--- config.mk ---
export PLATFORM = sky130hd
export DESIGN_NAME = wb_copy_engine
export DESIGN_NICKNAME = d
export VERILOG_FILES = /design/src/rtl/wb_copy_pkg.sv /design/src/rtl/wb_copy_engine.sv
export SDC_FILE = /design/constraint.sdc
export NUM_CORES = 1
export LEC_CHECK = 0
export CAP_MARGIN = 20
export CELL_PAD_IN_SITES_DETAIL_PLACEMENT = 1
export CELL_PAD_IN_SITES_GLOBAL_PLACEMENT = 1
export CORE_ASPECT_RATIO = 0.75
export CORE_MARGIN = 10
export CORE_UTILIZATION = 40
export DETAILED_ROUTE_END_ITERATION = 10
export PLACE_DENSITY = 0.8
export RECOVER_POWER = 25
export SYNTH_ARGS = -nofsm -noshare
export SYNTH_HDL_FRONTEND = slang
export SYNTH_SLANG_ARGS = --single-unit
--- constraint.sdc ---
create_clock -name clk -period 3 [get_ports clk]
set_input_delay 0.6 -clock clk [delete_from_list [all_inputs] [get_ports clk]]
set_output_delay 0.6 -clock clk [all_outputs]
set_load 0.05 [all_outputs]
--- src/rtl/wb_copy_pkg.sv ---
// Shared types and constants for the Wishbone word-copy engine.
package wb_copy_pkg;

  // Copy sequencer states
  typedef enum logic [2:0] {
    ST_IDLE   = 3'd0,
    ST_RD     = 3'd1,
    ST_RD_GAP = 3'd2,
    ST_WR     = 3'd3,
    ST_WR_GAP = 3'd4,
    ST_FIN    = 3'd5
  } state_t;

  // Cycles an access may wait for ack/err/rty before it is abandoned
  localparam int TIMEOUT_DEFAULT = 16;

  // Full 32-bit word lanes
  localparam logic [3:0] SEL_ALL = 4'hF;

endpackage : wb_copy_pkg

--- src/rtl/wb_copy_engine.sv ---
// Wishbone master that copies len 32-bit words from src_adr to dst_adr,
// one read then one write per word, with a one-cycle idle gap between
// strobes. Retries are reissued unchanged; err or a response timeout
// aborts the copy and raises error until the next start.
module wb_copy_engine
  import wb_copy_pkg::*;
#(
  parameter int TIMEOUT = TIMEOUT_DEFAULT,
  parameter int LEN_W   = 12
) (
  input  logic             clk,
  input  logic             rst_n,
  input  logic             start,
  input  logic [31:0]      src_adr,
  input  logic [31:0]      dst_adr,
  input  logic [LEN_W-1:0] len,
  output logic             busy,
  output logic             done,
  output logic             error,
  output logic [31:0]      wbm_adr_o,
  output logic [31:0]      wbm_dat_o,
  output logic [3:0]       wbm_sel_o,
  output logic             wbm_we_o,
  output logic             wbm_cyc_o,
  output logic             wbm_stb_o,
  input  logic [31:0]      wbm_dat_i,
  input  logic             wbm_ack_i,
  input  logic             wbm_err_i,
  input  logic             wbm_rty_i
);

  localparam int TMO_W = $clog2(TIMEOUT + 1);
  // Value of the wait counter during the last permitted wait cycle
  localparam logic [TMO_W-1:0] TMO_LAST = TMO_W'(TIMEOUT - 1);

  // Sequencer state and datapath registers
  state_t             state_reg, state_next;
  logic [31:0]        src_reg, src_next;
  logic [31:0]        dst_reg, dst_next;
  logic [LEN_W-1:0]   cnt_reg, cnt_next;
  logic [31:0]        data_reg, data_next;
  logic [TMO_W-1:0]   tmo_reg, tmo_next;
  logic               retry_reg, retry_next;
  logic               error_reg, error_next;

  // Registered bus and status outputs
  logic [31:0]        adr_reg, adr_next;
  logic [31:0]        dat_reg, dat_next;
  logic [3:0]         sel_reg, sel_next;
  logic               we_reg, we_next;
  logic               cyc_reg, cyc_next;
  logic               stb_reg, stb_next;
  logic               busy_reg, busy_next;
  logic               done_reg, done_next;

  // A response only counts while a strobe is actually on the bus
  logic               rsp_err, rsp_ack, rsp_rty;

  assign rsp_err = stb_reg & wbm_err_i;
  assign rsp_ack = stb_reg & ~wbm_err_i & wbm_ack_i;
  assign rsp_rty = stb_reg & ~wbm_err_i & ~wbm_ack_i & wbm_rty_i;

  // State and output registers; reset clears everything immediately
  always_ff @(posedge clk or negedge rst_n) begin
    if (!rst_n) begin
      state_reg <= ST_IDLE;
      src_reg   <= '0;
      dst_reg   <= '0;
      cnt_reg   <= '0;
      data_reg  <= '0;
      tmo_reg   <= '0;
      retry_reg <= 1'b0;
      error_reg <= 1'b0;
      adr_reg   <= '0;
      dat_reg   <= '0;
      sel_reg   <= '0;
      we_reg    <= 1'b0;
      cyc_reg   <= 1'b0;
      stb_reg   <= 1'b0;
      busy_reg  <= 1'b0;
      done_reg  <= 1'b0;
    end else begin
      state_reg <= state_next;
      src_reg   <= src_next;
      dst_reg   <= dst_next;
      cnt_reg   <= cnt_next;
      data_reg  <= data_next;
      tmo_reg   <= tmo_next;
      retry_reg <= retry_next;
      error_reg <= error_next;
      adr_reg   <= adr_next;
      dat_reg   <= dat_next;
      sel_reg   <= sel_next;
      we_reg    <= we_next;
      cyc_reg   <= cyc_next;
      stb_reg   <= stb_next;
      busy_reg  <= busy_next;
      done_reg  <= done_next;
    end
  end

  // Next-state and datapath updates; response priority is err > ack > rty
  always_comb begin
    state_next = state_reg;
    src_next   = src_reg;
    dst_next   = dst_reg;
    cnt_next   = cnt_reg;
    data_next  = data_reg;
    tmo_next   = tmo_reg;
    retry_next = retry_reg;
    error_next = error_reg;

    unique case (state_reg)
      ST_IDLE: begin
        if (start) begin
          error_next = 1'b0;
          if (len != '0) begin
            src_next   = src_adr;
            dst_next   = dst_adr;
            cnt_next   = len;
            tmo_next   = '0;
            retry_next = 1'b0;
            state_next = ST_RD;
          end else begin
            state_next = ST_FIN;
          end
        end
      end

      ST_RD: begin
        if (rsp_err) begin
          error_next = 1'b1;
          state_next = ST_FIN;
        end else if (rsp_ack) begin
          data_next  = wbm_dat_i;
          src_next   = src_reg + 32'd4;
          tmo_next   = '0;
          state_next = ST_RD_GAP;
        end else if (rsp_rty) begin
          retry_next = 1'b1;
          tmo_next   = '0;
          state_next = ST_RD_GAP;
        end else if (tmo_reg == TMO_LAST) begin
          error_next = 1'b1;
          state_next = ST_FIN;
        end else begin
          tmo_next = tmo_reg + TMO_W'(1);
        end
      end

      ST_WR: begin
        if (rsp_err) begin
          error_next = 1'b1;
          state_next = ST_FIN;
        end else if (rsp_ack) begin
          dst_next   = dst_reg + 32'd4;
          cnt_next   = cnt_reg - LEN_W'(1);
          tmo_next   = '0;
          state_next = ST_WR_GAP;
        end else if (rsp_rty) begin
          retry_next = 1'b1;
          tmo_next   = '0;
          state_next = ST_WR_GAP;
        end else if (tmo_reg == TMO_LAST) begin
          error_next = 1'b1;
          state_next = ST_FIN;
        end else begin
          tmo_next = tmo_reg + TMO_W'(1);
        end
      end

      // A retried read is reissued, otherwise the word goes out
      ST_RD_GAP: begin
        retry_next = 1'b0;
        state_next = retry_reg ? ST_RD : ST_WR;
      end

      // A retried write is reissued, otherwise fetch the next word or finish
      ST_WR_GAP: begin
        retry_next = 1'b0;
        if (retry_reg) begin
          state_next = ST_WR;
        end else if (cnt_reg != '0) begin
          state_next = ST_RD;
        end else begin
          state_next = ST_FIN;
        end
      end

      ST_FIN: begin
        state_next = ST_IDLE;
      end

      default: begin
        state_next = ST_IDLE;
      end
    endcase
  end

  // Output values for the coming cycle, decoded from the next state
  always_comb begin
    adr_next  = '0;
    dat_next  = '0;
    sel_next  = '0;
    we_next   = 1'b0;
    cyc_next  = 1'b0;
    stb_next  = 1'b0;
    busy_next = (state_next != ST_IDLE) && (state_next != ST_FIN);
    done_next = (state_next == ST_FIN);

    if (state_next == ST_RD) begin
      cyc_next = 1'b1;
      stb_next = 1'b1;
      sel_next = SEL_ALL;
      adr_next = {src_next[31:2], 2'b00};
    end else if (state_next == ST_WR) begin
      cyc_next = 1'b1;
      stb_next = 1'b1;
      we_next  = 1'b1;
      sel_next = SEL_ALL;
      adr_next = {dst_next[31:2], 2'b00};
      dat_next = data_next;
    end
  end

  assign wbm_adr_o = adr_reg;
  assign wbm_dat_o = dat_reg;
  assign wbm_sel_o = sel_reg;
  assign wbm_we_o  = we_reg;
  assign wbm_cyc_o = cyc_reg;
  assign wbm_stb_o = stb_reg;
  assign busy      = busy_reg;
  assign done      = done_reg;
  assign error     = error_reg;

endmodule : wb_copy_engine

After elaboration in Yosys (flattened, before gate mapping). Index checks and enable logic that the tools add are counted.

Bits in registers: 190. Input port bits: 114.

Add/sub/neg operators: 4. Equal/unequal tests: 22. Multiplexer cells: 59. Bitwise logic cells: 7. Reduce and logical (&&, ||, !) cells: 16.

Operator list (count): $mux W32 (15); $pmux W32 S2 (2); $add A32 B3 Y32 const B (2); $mux W12 (4); $mux W3 (11); $mux W5 (6); $pmux W12 S2 (1); $reduce_bool A12 Y1 (2); $reduce_and A5 Y1 (4); $ne A2 B2 Y1 const B (8); $pmux W3 S5 (1); $mux W1 (13); $sub A12 B1 Y12 const B (1); $pmux W5 S2 (1); $eq A3 B2 Y1 const B (3); $ne A3 B3 Y1 const B (3); $mux W4 (2); $eq A3 B1 Y1 const B (2); $eq A3 B3 Y1 const B (2); $reduce_and A6 Y1 (1); $reduce_bool A2 Y1 (3); $reduce_bool A3 Y1 (2); $add A5 B1 Y5 const B (1); $and A1 B1 Y1 (5); other kinds (11) (13).

Logic depth before layout (Yosys ltp).
Depth after elaboration: 11. Depth in mapped cells: 10. Depth with buffers taken out: 8.

Least setup slack after synthesis. OpenSTA, ideal clock, no wires.

Kind: register to register. From: register, netlist name wbm_sel_o[2]. To: register adr_reg[31] (netlist: wbm_adr_o[31]). Library setup time: 121 ps. Arrival time: 2339 ps. Data required time: 2879 ps. Slack: 540 ps. Stages on the path, launching flop included: 8. Buffers on the path: 1. Cell sequence: dfrtp_1 > and2_1 > buf_2 > nor4b_4 > nand4_1 > xnor2_1 > a221o_1 > a22o_1.

RTL lines: end signal, assigned (RTL line wb_copy_engine.sv:91) `adr_reg <= adr_next;`; end, declared (RTL line wb_copy_engine.sv:47) `logic [31:0] adr_reg, adr_next;`.

==> impl_metrics.toml <==
[synthesis]
syn_area_per_cell_um2 = 10.5
syn-cell-area_um2 = 8770
ys_seq_area_share_pct = 51.4
netlist-cell-type-count = 78
ys_seq_elements = 180
yosysWarnings = 0
synth_flop_cell = "dfrtp_1"
synth_edf_count = 0
synth_cells = 833
synth_async_sr_flop_share_pct = 100

[layout]
seqCellArea_um2 = 4500
fin_nets = 1142
instances_no_fill = 1323
fill_cells = 2311
area_growth_pct = 33.0
drive_gt1_share_pct = 13.6
antenna_cells = 0
multiInputGateArea_um2 = 3960

[clocking]
cts_buffers = 17
cts_hold_buf = 0
clk_path_buf_depth = 2
ctsResizeCount = 0
clk-insertion-delay-late_ns = 0.44
h-tree-depth = 4
postCtsSetupBuffers = 0
numClockSinks = 180
path_clk_slew_ns = 0.07
root_buffer = "clkbuf_16"
cts_tree = "built"

[drt]
drc_errors = 0
wl_per_cell_um = 22.7
drt_first_pass_iters = 5
wl_mm = 30.1
drt-initial-drc-count = 659
ant_nets = 0
vias_per_cell = 5.83
dr_total_vias = 7711

[setup_path]
r2r_cells = 9
start_kind = "flip-flop"
reg2reg_from = "tmo_reg[0]"
timing.rr.end = "wbm_adr_o[4]"
crit_arrival_ns = 2.07
crit_required_ns = 2.40
cp-end-kind = "output pin"
max_stage_delay_ns = 0.93
cp_slowest_cell = "clkdlybuf4s50_1"
worstSetupPathType = "flip-flop to output pin"
rrSetupSlack_ns = 0.39
cp_cell_sequence = "clkdlybuf4s50_1"
cp_max_fo = 15
critPathBufInv = 1
path_delay_family = "buffers and inverters"

[placement]
port_buffers = 181
dp_cells = 1291
gp_congestion = 0.881
place_hpwl_mm = 21.9

[grt]
grt_pass1_wl_mm = 47.3
track_usage_pct = 21.2
antenna_found_initial = 0
grt_max_degree = 66
grt_pass1_vias = 8008
grt-ovfl-total = 0

[die]
core_area_um2 = 21400
die_h_um = 148
dieArea_um2 = 28300
fp-row-count = 46
die_width_um = 191
initial_core_util_pct = 41.1
ioPinCount = 188

[status]
status = "finished, final reports clean"

[timing]
timing.hold.ws_ns = 0.441
fmax_mhz = 375
setup_viol = 0
rsz0062_at_grt = "no"
fin_crit_ns = 2.67
worstMarginPinSlew_ns = 1.31
finalHoldViolCount = 0
relSlewSlack_pct = 12.7
finalMaxSlewViolations = 0
skew_ns = 0.0102
finalCritPeriodShare_pct = 88.9

[run]
drv_cap = 0

[power]
vdd_drop_max_mv = 0.561
leakage_nw = 5.01
power.density_nw_per_um2 = 1090

[worst_hold_path]
hp-class = "input port to async pin"
[per-layer routing]
metal | track usage (%) | share of wire [%]
met5 | 0 | 0
met4 | 5.30 | 1.4
met3 | 5.65 | 7.3
met1 | 29.8 | 46
met2 | 31.7 | 45
[cell families (layout without fill, tap and decap cells)]
kind of cell | after synthesis | in the layout | synth area share (%)
simple gates | 341 | 341 | 22.7
fa+ha+maj | 6 | 6 | 0.856
buf+inv | 68 | 269 | 3.74
xor+xnor | 2 | 2 | 0.200
mux | 37 | 37 | 4.74
flops | 180 | 180 | 51.4
compound gates | 198 | 198 | 16.3
other cells | 1 | 2 | 0.0428
[worst max path at each step]
stage                            start             to  slack (ns)  cells past startpoint
after global routing      wbm_sel_o[2]   wbm_sel_o[3]        0.25                      1
after floorplan           wbm_sel_o[2]  wbm_adr_o[31]        0.54                      7
after global placement       wbm_ack_i  wbm_adr_o[26]        0.05                      9
after detailed placement     wbm_ack_i  wbm_adr_o[31]       -0.03                      8
after CTS                 wbm_sel_o[2]   wbm_sel_o[3]        0.34                      1
final                     wbm_sel_o[2]   wbm_sel_o[3]        0.33                      1
[power by group]
part | internal (mW) | leakage, nW | switching, mW
clock network | 1.21 | 0.290 | 1.09
registers | 3.41 | 2.31 | 0.827
logic | 2.35 | 2.40 | 3.81
total | 6.97 | 5.01 | 5.73
[cell usage in the layout (no fill, tap or decap), types with 7 or more instances in the layout]
cell type	Yosys	routed
a31oi_1	7	7
o211ai_1	19	19
nand4_1	24	24
a221o_1	17	17
nor3_1	17	16
dfrtp_1	180	180
and3_1	49	49
a21oi_1	27	27
clkdlybuf4s50_1	0	180
buf_4	10	39
nand3_1	44	44
o311ai_1	7	7
mux2_2	32	32
a22o_1	32	32
nor4_1	11	11
inv_1	11	11
nand2b_1	7	7
nand2_1	78	78
and2_1	7	7
o21ai_0	43	43
clkbuf_16	0	17
or3_1	7	7
nor2_1	43	41
[layout make-up]
type / instances / share of cell area [%]
flip-flops and latches: 180 / 38.6
multi-input cells: 586 / 33.9
repair buffers: 226 / 18.9
clock buffers: 18 / 3.76
well taps: 288 / 3.09
clock inverters: 14 / 1.35
inverters: 11 / 0.354
[per-stage QoR]
stage / total power, mW / setup TNS, ns / cell area, um^2 / util [%] / worst slack (ns)
after floorplan: 8.03 / 0 / 8770 / - / 0.540
after CTS: 12.7 / 0 / 11700 / 54.7 / 0.343
after detailed placement: 10.3 / -0.0733 / 11100 / 51.9 / -0.0348
after global routing: 13.4 / 0 / 11700 / 54.6 / 0.245
final: 12.7 / 0 / 11700 / 54.6 / 0.334
after global placement: 10.1 / 0 / 11100 / 51.9 / 0.0505
[synthesized netlist by cell type (all sizes together), types with 6 or more instances]
library cell / count / area (um^2)
nor2: 44 / 173
and4: 6 / 52.6
nand3: 48 / 260
o211ai: 19 / 143
nor3b: 7 / 57.6
nor3: 23 / 151
o311ai: 11 / 96.3
dfrtp: 180 / 4500
nor4: 16 / 166
a22o: 32 / 280
and2: 9 / 57.6
nand2: 78 / 293
ha: 6 / 75.1
buf: 38 / 215
mux2: 33 / 375
a21oi: 27 / 135
nand2b: 7 / 43.8
clkbuf: 19 / 71.3
or3: 8 / 55.1
o21ai: 50 / 258
and3: 49 / 307
nand4: 25 / 163
a221o: 17 / 170
a31oi: 7 / 43.8
inv: 11 / 41.3
Power figures use the tool's default switching activity.
